### src/rtl/rcosc_timebase_pkg.sv
// Shared types and helpers for the RC-oscillator timebase: alarm state
// encoding, millisecond counter width and prescaler sizing functions.
package rcosc_timebase_pkg;

  // Width of the free-running millisecond counter.
  localparam int MS_COUNT_W = 32;

  // Alarm controller states.
  typedef enum logic [1:0] {
    IDLE  = 2'd0,
    ARMED = 2'd1,
    FIRED = 2'd2
  } alarm_state_t;

  // Prescaler modulus: oscillator cycles per microsecond strobe.
  // Returns 0 for a non-positive tick rate so the caller's range check trips.
  function automatic int calc_div(input int clk_hz, input int tick_hz);
    return (tick_hz > 0) ? (clk_hz / tick_hz) : 0;
  endfunction

  // Bits needed to hold a modulo-n count (0..n-1); never narrower than 1.
  function automatic int cnt_width(input int n);
    return (n < 2) ? 1 : $clog2(n);
  endfunction

endpackage

### src/rtl/rcosc_modcnt.sv
// Generic modulo-N counter with count enable, synchronous clear and a
// registered one-cycle wrap strobe. wrap_next is the combinational
// "wrapping on this edge" condition, used to chain counters so a downstream
// stage advances on the very edge this one wraps.
module rcosc_modcnt
  import rcosc_timebase_pkg::*;
#(
  parameter int N = 4,
  parameter int W = cnt_width(N)
) (
  input  logic clk,
  input  logic rst,
  input  logic en,
  input  logic clr,
  output logic wrap_next,
  output logic wrap
);

  logic [W-1:0] count_q;
  logic         last;

  assign last      = (count_q == W'(N - 1));
  // Clear takes priority: a cleared counter never reports a wrap.
  assign wrap_next = en && !clr && last;

  // Count register and registered wrap strobe.
  // NOTE: state registers use non-blocking assignments so every flop samples
  // pre-edge values; blocking here would create order-dependent simulation.
  always_ff @(posedge clk or posedge rst) begin
    if (rst) begin
      count_q <= '0;
      wrap    <= 1'b0;
    end else begin
      wrap <= wrap_next;
      if (clr) begin
        count_q <= '0;
      end else if (en) begin
        count_q <= last ? '0 : count_q + W'(1);
      end
    end
  end

endmodule

### src/rtl/rcosc_timebase.sv
// Fabric timebase on the RC oscillator clock: microsecond and millisecond
// one-cycle strobes, a free-running 32-bit millisecond counter and a single
// programmable millisecond alarm with a sticky, acknowledged interrupt.
module rcosc_timebase
  import rcosc_timebase_pkg::*;
#(
  parameter int CLK_HZ    = 50_000_000,
  parameter int TICK_HZ   = 1_000_000,
  parameter int US_PER_MS = 1000,
  parameter int ALARM_W   = 16
) (
  input  logic                  CLK,
  input  logic                  RESET,
  input  logic                  EN,
  input  logic                  CLR,
  output logic                  US_TICK,
  output logic                  MS_TICK,
  output logic [MS_COUNT_W-1:0] MS_COUNT,
  input  logic                  ALARM_LOAD,
  input  logic [ALARM_W-1:0]    ALARM_MS,
  input  logic                  ALARM_ACK,
  output logic                  ALARM_BUSY,
  output logic                  ALARM_IRQ
);

  localparam int DIV   = calc_div(CLK_HZ, TICK_HZ);
  localparam int DIV_W = cnt_width(DIV);
  localparam int US_W  = cnt_width(US_PER_MS);

  // Reject parameter sets that cannot produce an exact microsecond strobe.
  if (TICK_HZ <= 0 || (CLK_HZ % TICK_HZ) != 0) begin : g_err_ratio
    $error("rcosc_timebase: CLK_HZ must be an exact multiple of TICK_HZ");
  end
  if (DIV < 2) begin : g_err_div
    $error("rcosc_timebase: CLK_HZ/TICK_HZ must be at least 2");
  end
  if (US_PER_MS < 2) begin : g_err_us
    $error("rcosc_timebase: US_PER_MS must be at least 2");
  end
  if (ALARM_W < 1) begin : g_err_alarm
    $error("rcosc_timebase: ALARM_W must be at least 1");
  end

  // ---------------------------------------------------------------------------
  // Prescaler and microsecond counter
  // ---------------------------------------------------------------------------
  logic us_wrap_next;
  logic ms_wrap_next;

  rcosc_modcnt #(
    .N (DIV),
    .W (DIV_W)
  ) u_prescaler (
    .clk       (CLK),
    .rst       (RESET),
    .en        (EN),
    .clr       (CLR),
    .wrap_next (us_wrap_next),
    .wrap      (US_TICK)
  );

  // Advances only on the edge where the prescaler wraps, so its own wrap
  // (and therefore MS_TICK) lines up with a US_TICK.
  rcosc_modcnt #(
    .N (US_PER_MS),
    .W (US_W)
  ) u_us_counter (
    .clk       (CLK),
    .rst       (RESET),
    .en        (us_wrap_next),
    .clr       (CLR),
    .wrap_next (ms_wrap_next),
    .wrap      (MS_TICK)
  );

  // ---------------------------------------------------------------------------
  // Millisecond counter
  // ---------------------------------------------------------------------------
  logic [MS_COUNT_W-1:0] ms_count_q;

  // Increments on the edge that raises MS_TICK; wraps naturally modulo 2^32.
  always_ff @(posedge CLK or posedge RESET) begin
    if (RESET) begin
      ms_count_q <= '0;
    end else if (CLR) begin
      ms_count_q <= '0;
    end else if (ms_wrap_next) begin
      ms_count_q <= ms_count_q + MS_COUNT_W'(1);
    end
  end

  assign MS_COUNT = ms_count_q;

  // ---------------------------------------------------------------------------
  // Millisecond alarm
  // ---------------------------------------------------------------------------
  alarm_state_t       state_q, state_d;
  logic [ALARM_W-1:0] remain_q, remain_d;
  logic               busy_q, irq_q;

  // Alarm state, remaining interval and registered status flags.
  always_ff @(posedge CLK or posedge RESET) begin
    if (RESET) begin
      state_q  <= IDLE;
      remain_q <= '0;
      busy_q   <= 1'b0;
      irq_q    <= 1'b0;
    end else begin
      state_q  <= state_d;
      remain_q <= remain_d;
      // Flags come from the next state so they change together with it.
      busy_q   <= (state_d == ARMED);
      irq_q    <= (state_d == FIRED);
    end
  end

  // Next-state logic: a load (re)arms from IDLE or ARMED and beats a
  // coincident millisecond tick; FIRED only leaves on acknowledge.
  // NOTE: every signal driven here gets a default first, so no path through
  // the case statement can leave it unassigned and infer a latch.
  always_comb begin
    state_d  = state_q;
    remain_d = remain_q;
    unique case (state_q)
      IDLE, ARMED: begin
        if (ALARM_LOAD) begin
          if (ALARM_MS == '0) begin
            state_d = FIRED;
          end else begin
            remain_d = ALARM_MS;
            state_d  = ARMED;
          end
        end else if (state_q == ARMED && ms_wrap_next) begin
          if (remain_q == ALARM_W'(1)) begin
            state_d = FIRED;
          end else begin
            remain_d = remain_q - ALARM_W'(1);
          end
        end
      end
      FIRED: begin
        if (ALARM_ACK) begin
          state_d = IDLE;
        end
      end
      default: begin
        state_d = IDLE;
      end
    endcase
  end

  assign ALARM_BUSY = busy_q;
  assign ALARM_IRQ  = irq_q;

endmodule

### config.mk
export PLATFORM = sky130hd
export DESIGN_NAME = rcosc_timebase
export DESIGN_NICKNAME = d
export VERILOG_FILES = /design/src/rtl/rcosc_timebase_pkg.sv /design/src/rtl/rcosc_modcnt.sv /design/src/rtl/rcosc_timebase.sv
export SDC_FILE = /design/constraint.sdc
export NUM_CORES = 1
export LEC_CHECK = 0
export ABC_AREA = 1
export CAP_MARGIN = 0
export CORE_ASPECT_RATIO = 1.2
export CORE_MARGIN = 2
export CORE_UTILIZATION = 41
export CTS_CLUSTER_DIAMETER = 150
export DETAILED_ROUTE_END_ITERATION = 12
export HOLD_SLACK_MARGIN = 0.05
export SKIP_CTS_REPAIR_TIMING = 1
export SLEW_MARGIN = 20
export SYNTH_ARGS = -nofsm -noshare
export SYNTH_HDL_FRONTEND = slang
export SYNTH_HIERARCHICAL = 1
export SYNTH_SLANG_ARGS = --single-unit
export TNS_END_PERCENT = 100
### constraint.sdc
create_clock -name CLK -period 7.45 [get_ports CLK]
set_clock_uncertainty 0.2 [all_clocks]
set_input_delay 1.49 -clock CLK [delete_from_list [all_inputs] [get_ports CLK]]
set_output_delay 1.49 -clock CLK [all_outputs]
set_load 0.01 [all_outputs]
Yosys cells after proc, flatten, opt, wreduce, memory -nomap -nowiden
Cells that the tools add are included.
Widths: inputs -> output; s select.
{"block": "op_classes", "reduce_logical": 14, "n_addsub": 4, "eq_ne": 9, "n_mux": 18}
{"op": "$mux 16", "count": 4}
{"op": "$mux 32", "count": 2}
{"op": "$add 32x1->32 const B", "count": 1}
{"op": "$mux 10", "count": 3}
{"op": "$mux 6", "count": 3}
{"op": "$eq 16x1->1 const B", "count": 1}
{"op": "$logic_not 16->1", "count": 1}
{"op": "$sub 16x1->16 const B", "count": 1}
{"op": "$add 10x1->10 const B", "count": 1}
{"op": "$eq 10x10->1 const B", "count": 1}
{"op": "$mux 2", "count": 5}
{"op": "$reduce_bool 2->1", "count": 4}
{"op": "$add 6x1->6 const B", "count": 1}
{"op": "$eq 6x6->1 const B", "count": 1}
{"op": "$logic_and 1x1->1", "count": 5}
{"op": "$eq 2x1->1 const B", "count": 2}
{"op": "$eq 2x2->1 const B", "count": 2}
{"op": "$ne 2x2->1 const B", "count": 2}
{"op": "$pmux 2 s2", "count": 1}
{"op": "$reduce_and 4->1", "count": 1}
{"op": "$logic_not 2->1", "count": 1}
{"op": "$reduce_or 2->1", "count": 1}
{"op": "$logic_not 1->1", "count": 1}
{"block": "totals", "elab_cells": 54, "regBits": 70, "output_inout_bits": 36}

Logic depth before layout (Yosys ltp)
Gate-level depths: netlist of run 1.
{"block": "depth", "depth_word": 10, "mapped_depth": 14, "mapped_depth_nobuf": 14}

Modules after synthesis
Netlist of run 1, hierarchy kept.
{"mod": "rcosc_timebase", "cells_each": 501, "n_inst": 1, "area_each_um2": 3270.6}
{"mod": "rcosc_modcnt at u_us_counter", "cells_each": 83, "n_inst": 1, "area_each_um2": 634.4}
{"mod": "rcosc_modcnt at u_prescaler", "cells_each": 44, "n_inst": 1, "area_each_um2": 410.4}

Worst setup path before layout of run 1
OpenSTA, ideal clock, no wires.
{"block": "synth_path", "path_kind": "input to register", "from": "in EN", "to": "reg ms_count_q[15] (netlist: MS_COUNT[15])", "arrival_time_ns": 3.257, "cell_stages": 11, "required_time_ns": 7.131, "slack_ns": 3.874, "setup_time_ns": 0.119, "cell_sequence": "inv_1 > nor3_1 > inv_1 > nor3_1 > nor2_4 > nor3_4 > nand2_2 > nor2_2 > nand3_1 > nand2_1 > nor2_1"}
{"block": "synth_via", "elab_chain_len": 5}
{"element": "start: declaration", "line": "rcosc_timebase.sv:14", "rtl": "input logic EN,"}
{"element": "$logic_and 1x1->1 (2 in a row)", "line": "rcosc_modcnt.sv:24", "rtl": "assign wrap_next = en && !clr && last;"}
{"element": "via us_wrap_next", "line": "rcosc_timebase.sv:47", "rtl": "logic us_wrap_next;"}
{"element": "$logic_and 1x1->1 (2 in a row)", "line": "rcosc_modcnt.sv:24"}
{"element": "via ms_wrap_next", "line": "rcosc_timebase.sv:48", "rtl": "logic ms_wrap_next;"}
{"element": "$reduce_bool 2->1 (no source line)"}
{"element": "end signal: assignment", "line": "rcosc_timebase.sv:88", "rtl": "ms_count_q <= ms_count_q + MS_COUNT_W'(1);"}
{"element": "end: declaration", "line": "rcosc_timebase.sv:79", "rtl": "logic [MS_COUNT_W-1:0] ms_count_q;"}
The timed path passes the listed nets, and every way through them passes these cells.
A chain may end at the register's enable or synchronous reset.

Final worst setup path of run 1
{"block": "layout_path", "from": "in CLR", "to": "reg ms_count_q[22] (netlist: MS_COUNT[22])"}
{"block": "layout_via", "elab_chain_len": 6, "elab_cells_between_ends": 7}
{"element": "start: declaration", "line": "rcosc_timebase.sv:15", "rtl": "input logic CLR,"}
{"element": "$logic_not 1->1", "line": "rcosc_modcnt.sv:24"}
{"element": "$logic_and 1x1->1 (2 in a row)", "line": "rcosc_modcnt.sv:24"}
{"element": "via us_wrap_next", "line": "rcosc_timebase.sv:47"}
{"element": "$logic_and 1x1->1 (2 in a row)", "line": "rcosc_modcnt.sv:24"}
{"element": "via ms_wrap_next", "line": "rcosc_timebase.sv:48"}
{"element": "$reduce_bool 2->1 (no source line)"}
The timed path passes the listed nets, and every way through them passes these cells.

==> results_dict.tcl, run 1 <==
set metrics [dict create \
    worst_slew_margin_rel_pct 32.08 \
    post_synth.cell_area_avg_um2 6.872 \
    wl_per_cell_um 12.99 \
    gp_congestion 0.8663 \
    detailroute.via_count 4208 \
    route.antenna.remaining_nets 0 \
    synth_ff_type "sky130_fd_sc_hd__dfrtp_1" \
    drc_errors 0 \
    finalHoldWorstSlack_ns 0.2787 \
    dr.first_iter.drc_count 209 \
    first_global_vias 3996 \
    clock_latency_ns 0.34 \
    ys_ff_latch 70 \
    drive_gt1_share_pct 7.071 \
    post_synthesis_to_final_layout_area_growth_pct 22.85 \
    power_leakage_nw 2.438 \
    synth_seq_area_share_pct 40.59 \
    finish.net_count 716 \
    clk_root_buffer_cell "sky130_fd_sc_hd__clkbuf_16" \
    sink_count_of_the_clock_tree 70 \
    end_kind "register" \
    max_cap_violations 0 \
    synth-edff-count 0 \
    multi_input_comb_area_mm2 0.002260 \
    postSynthCellCount 628 \
    tritoncts "built" \
    cellPowerDensity_mw_per_mm2 195.3 \
    cts_inserted_buffers 9 \
    cts.path.max_buffers 2 \
    drt_wl_total_um 10680 \
    synth_area_mm2 0.004315 \
    ir_worst_vdd_mv 0.09566 \
    start_util_pct 41.64 \
    wire_length_of_the_first_global_routing_pass_um 18390 \
    final-hold-violation-count 0 \
    seq_area_mm2 0.001752 \
    hp-class "register to register" \
    fillers 1042 \
    initial_antenna_violation_count 0 \
    setup-violations-final 0 \
    timing_worst_slew_pin_value_ns 1.011 \
    grt_remaining_overflow 0 \
    worst_setup_hold_path_clk_slew_ns 0.06 \
    coreArea_mm2 0.01036 \
    timing.final.crit_share_pct 61.10 \
    crit_arrival_ns 4.57 \
    timing.fmax_mhz 219.7 \
    vias_per_cell 5.119 \
    die-height_um 116.4 \
    synth_async_sr_flop_share_pct 100.0 \
    timing.critical_path.from_type "primary input" \
    largest_net_degree_at_the_start_of_global_routing 53 \
    die_span_x_um 97.66 \
    portBuffers 57 \
    period_needed_ns 4.552 \
    rsz0062_at_grt "false" \
    detailedRoute.firstPassIterationCount 4 \
    ios 58 \
    worst_ep_required_time_ns 7.47 \
    path_class "primary input to register" \
    yosysWarnings 6 \
    htreeDepth 3 \
    mostFrequentLayoutCells "204 x sky130_fd_sc_hd__nand2_1, 101 x sky130_fd_sc_hd__nor2_1, 70 x sky130_fd_sc_hd__dfrtp_1, 59 x sky130_fd_sc_hd__inv_1, 57 x sky130_fd_sc_hd__clkdlybuf4s50_1" \
    dp.final_hpwl_um 7742 \
    fp.dieArea_mm2 0.01137 \
    slew_violations 0 \
    critical_path.max_fanout 12 \
    yosys.cell_types.count 37 \
    setup_tns_ns 0 \
    fp-row-count 41 \
    final_common_cell "sky130_fd_sc_hd__nand2_1" \
    grtUsageTotal_pct 20.13 \
    outcome "completed" \
    insertedDiodeCount 0 \
    postSynthNetCount 656 \
]
per-stage QoR:
step	instances	setup WS [ns]	instance area, um^2	power (mW)	util, %
6_report	822	2.898	5301	1.036	51.16
3_5_place_dp	806	2.559	4999	0.6013	48.24
3_3_place_gp	806	2.683	4999	0.5984	48.24
5_1_grt	822	2.700	5301	1.095	51.16
2_1_floorplan	628	3.874	4315	0.5491	-
4_1_cts	822	2.897	5301	1.047	51.16
kinds of logic (layout without fill, tap and decap cells):
kind of cell	Yosys count	count (layout)	share of synthesized area, %
and+or+nand+nor	409	409	40.74
buffers and inverters	75	140	7.045
DFF	70	70	40.59
AOI/OAI and AO/OA	57	57	7.597
xor gates and xnor gates	9	9	1.827
adders and majority gates	6	6	1.740
muxes	2	2	0.4639
where the power goes:
| part | switching (mW) | internal, mW | total (mW) |
|---|---|---|---|
| clock network | 0.163 | 0.277 | 0.441 |
| registers | 0.0298 | 0.403 | 0.432 |
| logic | 0.103 | 0.0594 | 0.163 |
| total | 0.296 | 0.739 | 1.04 |
area by class of cell:
class | instances | area share [%]
Clock buffer | 13 | 4.909
Inverter | 66 | 4.673
Clock inverter | 3 | 0.8025
Tap cell | 129 | 3.045
Multi-Input combinational cell | 483 | 42.62
Timing Repair Buffer | 58 | 10.90
Sequential cell | 70 | 33.04
cells in the mapped netlist (2+ instances only):
library cell                 n  area (um^2)
sky130_fd_sc_hd__o21ai_2     3        26.28
sky130_fd_sc_hd__o21ai_0    19        95.09
sky130_fd_sc_hd__inv_2       5        18.77
sky130_fd_sc_hd__a21oi_1    19        95.09
sky130_fd_sc_hd__nand3_1    52        260.3
sky130_fd_sc_hd__o21ai_1     3        15.01
sky130_fd_sc_hd__buf_4       4        30.03
sky130_fd_sc_hd__clkbuf_1    4        15.01
sky130_fd_sc_hd__nand4_1    16        100.1
sky130_fd_sc_hd__xnor2_1     3        26.28
sky130_fd_sc_hd__nand2_2     4        25.02
sky130_fd_sc_hd__nor3_1     11        55.05
sky130_fd_sc_hd__o22ai_1     3        18.77
sky130_fd_sc_hd__nand2_4     2        22.52
sky130_fd_sc_hd__nand2_1   204        765.7
sky130_fd_sc_hd__dfrtp_1    70         1752
sky130_fd_sc_hd__ha_1        6        75.07
sky130_fd_sc_hd__nor2_4      2        22.52
sky130_fd_sc_hd__o31ai_1     2        15.01
sky130_fd_sc_hd__nor2_1    101        379.1
sky130_fd_sc_hd__mux2i_1     2        20.02
sky130_fd_sc_hd__inv_1      60        225.2
sky130_fd_sc_hd__nor2_2     11        68.82
sky130_fd_sc_hd__xor2_1      6        52.55
sky130_fd_sc_hd__a21o_1      2        15.01
sky130_fd_sc_hd__nand3_2     3        30.03
worst paths after layout:
kind / from / to / slack (ns) / cells after the start
setup / recovery: CLR / MS_COUNT[22] / 2.90 / 11
hold / removal: state_q[1] / state_q[0] / 0.28 / 1
setup reg to reg: u_prescaler/count_q[1] / MS_COUNT[22] / 4.10 / 13
hold reg to reg: state_q[1] / state_q[0] / 0.28 / 1
max in group asynchronous: RESET / MS_COUNT[21] / 5.05 / 3
min in group asynchronous: RESET / u_prescaler/count_q[5] / 1.29 / 2
worst max-delay path: stages:
cell                              delay (ns)
sky130_fd_sc_hd__clkdlybuf4s50_1        0.70
sky130_fd_sc_hd__nor3_1                 0.41
sky130_fd_sc_hd__inv_1                  0.10
sky130_fd_sc_hd__nor3_1                 0.82
sky130_fd_sc_hd__nor2_4                 0.18
sky130_fd_sc_hd__inv_2                  0.21
sky130_fd_sc_hd__nand3_1                0.21
sky130_fd_sc_hd__nor2_2                 0.23
sky130_fd_sc_hd__nand3_1                0.10
sky130_fd_sc_hd__nand2_1                0.07
sky130_fd_sc_hd__nor2_1                 0.06
state kept, by name (all words and copies together) (netlist names):
register and cells:
u_prescaler/wrap 1, ALARM_IRQ 1, u_us_counter/wrap 1, remain_q 16
state_q 2, u_prescaler/count_q 6, MS_COUNT 32, ALARM_BUSY 1
u_us_counter/count_q 10
per-layer routing:
metal	global-route usage (%)	vias to the layer above	part of all wire (%)
met5	0	-	0
met4	7.130	0	1.6
met3	4.608	15	4.9
met2	34.85	116	48
met1	24.95	1938	45
li1	-	2139	-
No activity file was read; power rests on OpenSTA's default activity.
==> run 2: changes to the inputs <==
clock period = 3.9 ns   (was 7.45 ns; I/O delays follow)
==> results_dict.tcl, run 2 (synthesis results as in run 1) <==
set metrics [dict create \
    critical_path.max_fanout 8 \
    fp.dieArea_mm2 0.01137 \
    detailedRoute.firstPassIterationCount 5 \
    finalHoldWorstSlack_ns 0.2910 \
    gp_congestion 0.8668 \
    tritoncts "built" \
    fillers 1024 \
    largest_net_degree_at_the_start_of_global_routing 35 \
    worstPathBufferInverterCount 5 \
    largest_register_ff_count 32 \
    vias_per_cell 5.048 \
    grt_remaining_overflow 0 \
    final-hold-violation-count 0 \
    mostFrequentLayoutCells "204 x sky130_fd_sc_hd__nand2_1, 101 x sky130_fd_sc_hd__nor2_1, 70 x sky130_fd_sc_hd__dfrtp_1, 59 x sky130_fd_sc_hd__inv_1, 57 x sky130_fd_sc_hd__clkdlybuf4s50_1" \
    end_kind "register" \
    reg2reg_slack_ns 1.20 \
    seq_area_mm2 0.001752 \
    hp-class "register to register" \
    insertedDiodeCount 0 \
    worst_setup_hold_path_clk_slew_ns 0.06 \
    final_common_cell "sky130_fd_sc_hd__nand2_1" \
    post_synthesis_to_final_layout_area_growth_pct 22.59 \
    clock_latency_ns 0.34 \
    first_global_vias 3789 \
    die-height_um 116.4 \
    die_span_x_um 97.66 \
    coreArea_mm2 0.01036 \
    detailroute.via_count 4165 \
    setup_tns_ns 0 \
    crit_chain "clkdlybuf4s50_1 -> inv_1 -> nor3_1 -> inv_1 -> nor3_1 -> buf_4 -> nor2_4 -> inv_2 -> nand3_1 -> nor2_2 -> nand3_1 -> nand2_1 -> nor2_1" \
    ir_worst_vdd_mv 0.2376 \
    cellPowerDensity_mw_per_mm2 357.9 \
    finish.net_count 719 \
    period_needed_ns 3.001 \
    drc_errors 0 \
    dp.final_hpwl_um 7788 \
    wire_length_of_the_first_global_routing_pass_um 17780 \
    route.antenna.remaining_nets 0 \
    worst_slew_margin_rel_pct 48.14 \
    rsz0062_at_grt "false" \
    cts.path.max_buffers 2 \
    timing.critical_path.from_type "primary input" \
    dr.first_iter.drc_count 225 \
    portBuffers 57 \
    crit_path_max_incr_delay_ns 0.51 \
    wl_per_cell_um 12.67 \
    timing_worst_slew_pin_value_ns 0.7731 \
    start_util_pct 41.64 \
    critical_path.top_delay_family "simple AND/OR/NAND/NOR gates" \
    initial_antenna_violation_count 0 \
    worst_ep_required_time_ns 3.92 \
    slew_violations 0 \
    clk_root_buffer_cell "sky130_fd_sc_hd__clkbuf_16" \
    drt_wl_total_um 10460 \
    multi_input_comb_area_mm2 0.002260 \
    timing.final.crit_share_pct 76.94 \
    cts_inserted_buffers 9 \
    timing.fmax_mhz 333.2 \
    drive_gt1_share_pct 7.471 \
    outcome "completed" \
    htreeDepth 3 \
    crit_arrival_ns 3.02 \
    grtUsageTotal_pct 19.23 \
    max_cap_violations 0 \
    power_leakage_nw 2.439 \
    setup-violations-final 0 \
    path_class "primary input to register" \
    ios 58 \
    sink_count_of_the_clock_tree 70 \
    fp-row-count 41 \
    slowest_stage "sky130_fd_sc_hd__clkdlybuf4s50_1" \
]
run 2: cell count changes in the layout (fill, tap and decap cells not counted):
cell	previous run	this run
sky130_fd_sc_hd__buf_4	1	4
sky130_fd_sc_hd__bufinv_16	1	0
sky130_fd_sc_hd__clkinv_2	1	3
sky130_fd_sc_hd__clkbuf_8	2	1
run 2: power by group:
part           total, mW  internal [mW]  switching, mW
Combinational      0.306          0.115          0.192
Sequential         0.827          0.769         0.0579
Clock              0.760          0.445          0.315
run 2: area by class of cell:
type,instances,share of cell area (%)
Multi-Input combinational cell,483,42.72
Inverter,66,4.683
Timing Repair Buffer,61,11.35
Sequential cell,70,33.11
Clock inverter,4,0.4257
Clock buffer,12,4.659
Tap cell,129,3.051
run 2: worst paths after layout:
check / start / cells after the start / endpoint
max: EN / 13 / MS_COUNT[22]
min: state_q[1] / 1 / state_q[0]
max reg2reg: u_prescaler/count_q[0] / 13 / MS_COUNT[22]
min reg2reg: state_q[1] / 1 / state_q[0]
max in group asynchronous: RESET / 3 / MS_COUNT[15]
min in group asynchronous: RESET / 2 / u_prescaler/count_q[5]
run 2: per-layer routing:
metal,track usage (%),routed length (um),vias up
met3,2.633,474,12
li1,-,-,2138
met1,24.85,4799,1905
met2,33.20,5043,110
met5,0,0,-
met4,7.315,139,0
run 2: stage by stage:
step	instances	power, mW	setup slack (ns)	utilization [%]	cell area [um^2]
after floorplan	628	1.049	1.034	-	4315
after global placement	809	1.142	0.5885	48.45	5021
after detailed placement	809	1.148	0.5295	48.45	5021
after CTS	825	1.907	0.8755	51.05	5290
after global routing	825	1.993	0.4792	51.05	5290
final	825	1.893	0.8992	51.05	5290
==> run 3: changes to the inputs <==
clock period = 3 ns   (was 3.9 ns; I/O delays follow)
==> results_dict.tcl, run 3 (synthesis results as in run 1) <==
set metrics [dict create \
    hp-class "register to register" \
    die-height_um 116.4 \
    first_global_vias 3838 \
    largest_register_ff_count 32 \
    clock_latency_ns 0.34 \
    critical_path.top_delay_family "simple AND/OR/NAND/NOR gates" \
    crit_arrival_ns 2.72 \
    grtUsageTotal_pct 19.12 \
    gp_congestion 0.8710 \
    tritoncts "built" \
    timing.critical_path.from_type "primary input" \
    post-route-worst-setup-slack_ns 0.3401 \
    drc_errors 0 \
    post_synthesis_to_final_layout_area_growth_pct 26.07 \
    wl_per_cell_um 12.42 \
    fp-row-count 41 \
    drive_gt1_share_pct 9.322 \
    crit_chain "clkdlybuf4s50_1 -> inv_1 -> nor3_1 -> inv_1 -> nor3_1 -> buf_4 -> nor2_4 -> nor3_4 -> nand2_2 -> inv_2 -> nand3_1 -> nand2_1 -> inv_1 -> nor2_1" \
    holdCritStartpoint "state_q[1]" \
    max_cap_violations 0 \
    route.antenna.remaining_nets 0 \
    rsz0062_at_grt "false" \
    cts_inserted_buffers 9 \
    critical_path.max_fanout 8 \
    drt_wl_total_um 10390 \
    detailedRoute.firstPassIterationCount 5 \
    timing_worst_slew_pin_value_ns 0.6551 \
    largest_net_degree_at_the_start_of_global_routing 53 \
    wire_length_of_the_first_global_routing_pass_um 17620 \
    final-hold-violation-count 0 \
    worstHoldEndpoint "state_q[0]" \
    coreArea_mm2 0.01036 \
    worst_ep_required_time_ns 3.06 \
    cts.path.max_buffers 2 \
    sink_count_of_the_clock_tree 70 \
    clk_root_buffer_cell "sky130_fd_sc_hd__clkbuf_16" \
    worstPathBufferInverterCount 6 \
    end_kind "register" \
    timing.rr.start "u_prescaler/count_q[1]" \
    timing.critical_path.depth 14 \
    mostFrequentLayoutCells "204 x sky130_fd_sc_hd__nand2_1, 101 x sky130_fd_sc_hd__nor2_1, 70 x sky130_fd_sc_hd__dfrtp_1, 59 x sky130_fd_sc_hd__inv_1, 57 x sky130_fd_sc_hd__clkdlybuf4s50_1" \
    setup-violations-final 0 \
    htreeDepth 3 \
    crit_top_cell "sky130_fd_sc_hd__inv_1" \
    dr.first_iter.drc_count 147 \
    reg2reg_to "MS_COUNT[27]" \
    period_needed_ns 2.660 \
    power_leakage_nw 2.528 \
    outcome "completed" \
    final_common_cell "sky130_fd_sc_hd__nand2_1" \
    detailroute.via_count 4107 \
    hold-path-cell-count 1 \
    reg2reg_depth 15 \
    worst_slew_margin_rel_pct 56.33 \
    timing.final.crit_share_pct 88.66 \
    path_class "primary input to register" \
    start_util_pct 41.64 \
    timing.fmax_mhz 376.0 \
    die_span_x_um 97.66 \
    portBuffers 57 \
    ir_worst_vdd_mv 0.2510 \
    fp.dieArea_mm2 0.01137 \
    worst_setup_hold_path_clk_slew_ns 0.06 \
    reg2reg_slack_ns 0.36 \
    slew_violations 0 \
    dp.final_hpwl_um 8000 \
    slowest_stage "sky130_fd_sc_hd__clkdlybuf4s50_1" \
    cellPowerDensity_mw_per_mm2 488.3 \
    ios 58 \
    crit_path_max_incr_delay_ns 0.49 \
    final_core_util_pct 52.50 \
    grt_remaining_overflow 0 \
    insertedDiodeCount 0 \
    vias_per_cell 4.907 \
    finish.net_count 731 \
    place_worst_setup_slack_ns -0.02429 \
    initial_antenna_violation_count 0 \
    setup_tns_ns 0 \
]
## run 3: report_power, final
part | switching (mW) | internal [mW]
registers | 0.0720 | 0.999
logic | 0.249 | 0.158
clock network | 0.439 | 0.739
## run 3: worst max-delay path by stage
stage	startpoint	to	slack (ns)
3_3_place_gp	EN	MS_COUNT[25]	0.07
2_1_floorplan	u_prescaler/count_q[1]	MS_COUNT[15]	0.26
5_1_grt	EN	MS_COUNT[25]	0.06
3_5_place_dp	EN	MS_COUNT[27]	-0.02
4_1_cts	EN	MS_COUNT[27]	0.32
6_report	EN	MS_COUNT[27]	0.34
## run 3: per-stage QoR
step	power, mW	hold slack, ns	std cells	cell area, um^2
finish	2.656	0.2732	837	5440
global route	2.807	0.3137	837	5440
CTS	2.693	0.2782	837	5440
detailed placement	1.500	0.2808	821	5111
global placement	1.491	0.2534	821	5111
floorplan	1.364	0.2034	628	4315
## run 3: per-layer routing
layer | vias up | routed length [um] | track usage [%]
li1 | 2162 | - | -
met1 | 1849 | 4766 | 24.12
met2 | 84 | 5070 | 33.24
met3 | 12 | 395 | 3.710
met4 | 0 | 160 | 6.481
met5 | - | 0 | 0
## run 3: final cells by class
| cell class | instances | area (um^2) |
|---|---|---|
| Clock inverter | 7 | 103.9 |
| Sequential cell | 70 | 1752 |
| Multi-Input combinational cell | 483 | 2260 |
| Clock buffer | 9 | 225.2 |
| Inverter | 66 | 247.7 |
| Timing Repair Buffer | 73 | 690.7 |
| Tap cell | 129 | 161.4 |
| Fill cell | 1013 | 4922 |
## run 3: worst register-to-register path, stage by stage, from the launching register on
cell                      delay [ns]
sky130_fd_sc_hd__dfrtp_1        0.42
sky130_fd_sc_hd__inv_1          0.09
sky130_fd_sc_hd__ha_1           0.16
sky130_fd_sc_hd__nand3_2        0.13
sky130_fd_sc_hd__nor3_1         0.22
sky130_fd_sc_hd__inv_1          0.09
sky130_fd_sc_hd__nor3_1         0.26
sky130_fd_sc_hd__buf_4          0.20
sky130_fd_sc_hd__nor2_4         0.07
sky130_fd_sc_hd__nor3_4         0.22
sky130_fd_sc_hd__nand2_2        0.10
sky130_fd_sc_hd__inv_2          0.13
sky130_fd_sc_hd__nand3_1        0.09
sky130_fd_sc_hd__nand2_1        0.07
sky130_fd_sc_hd__inv_1          0.03
sky130_fd_sc_hd__nor2_1         0.10
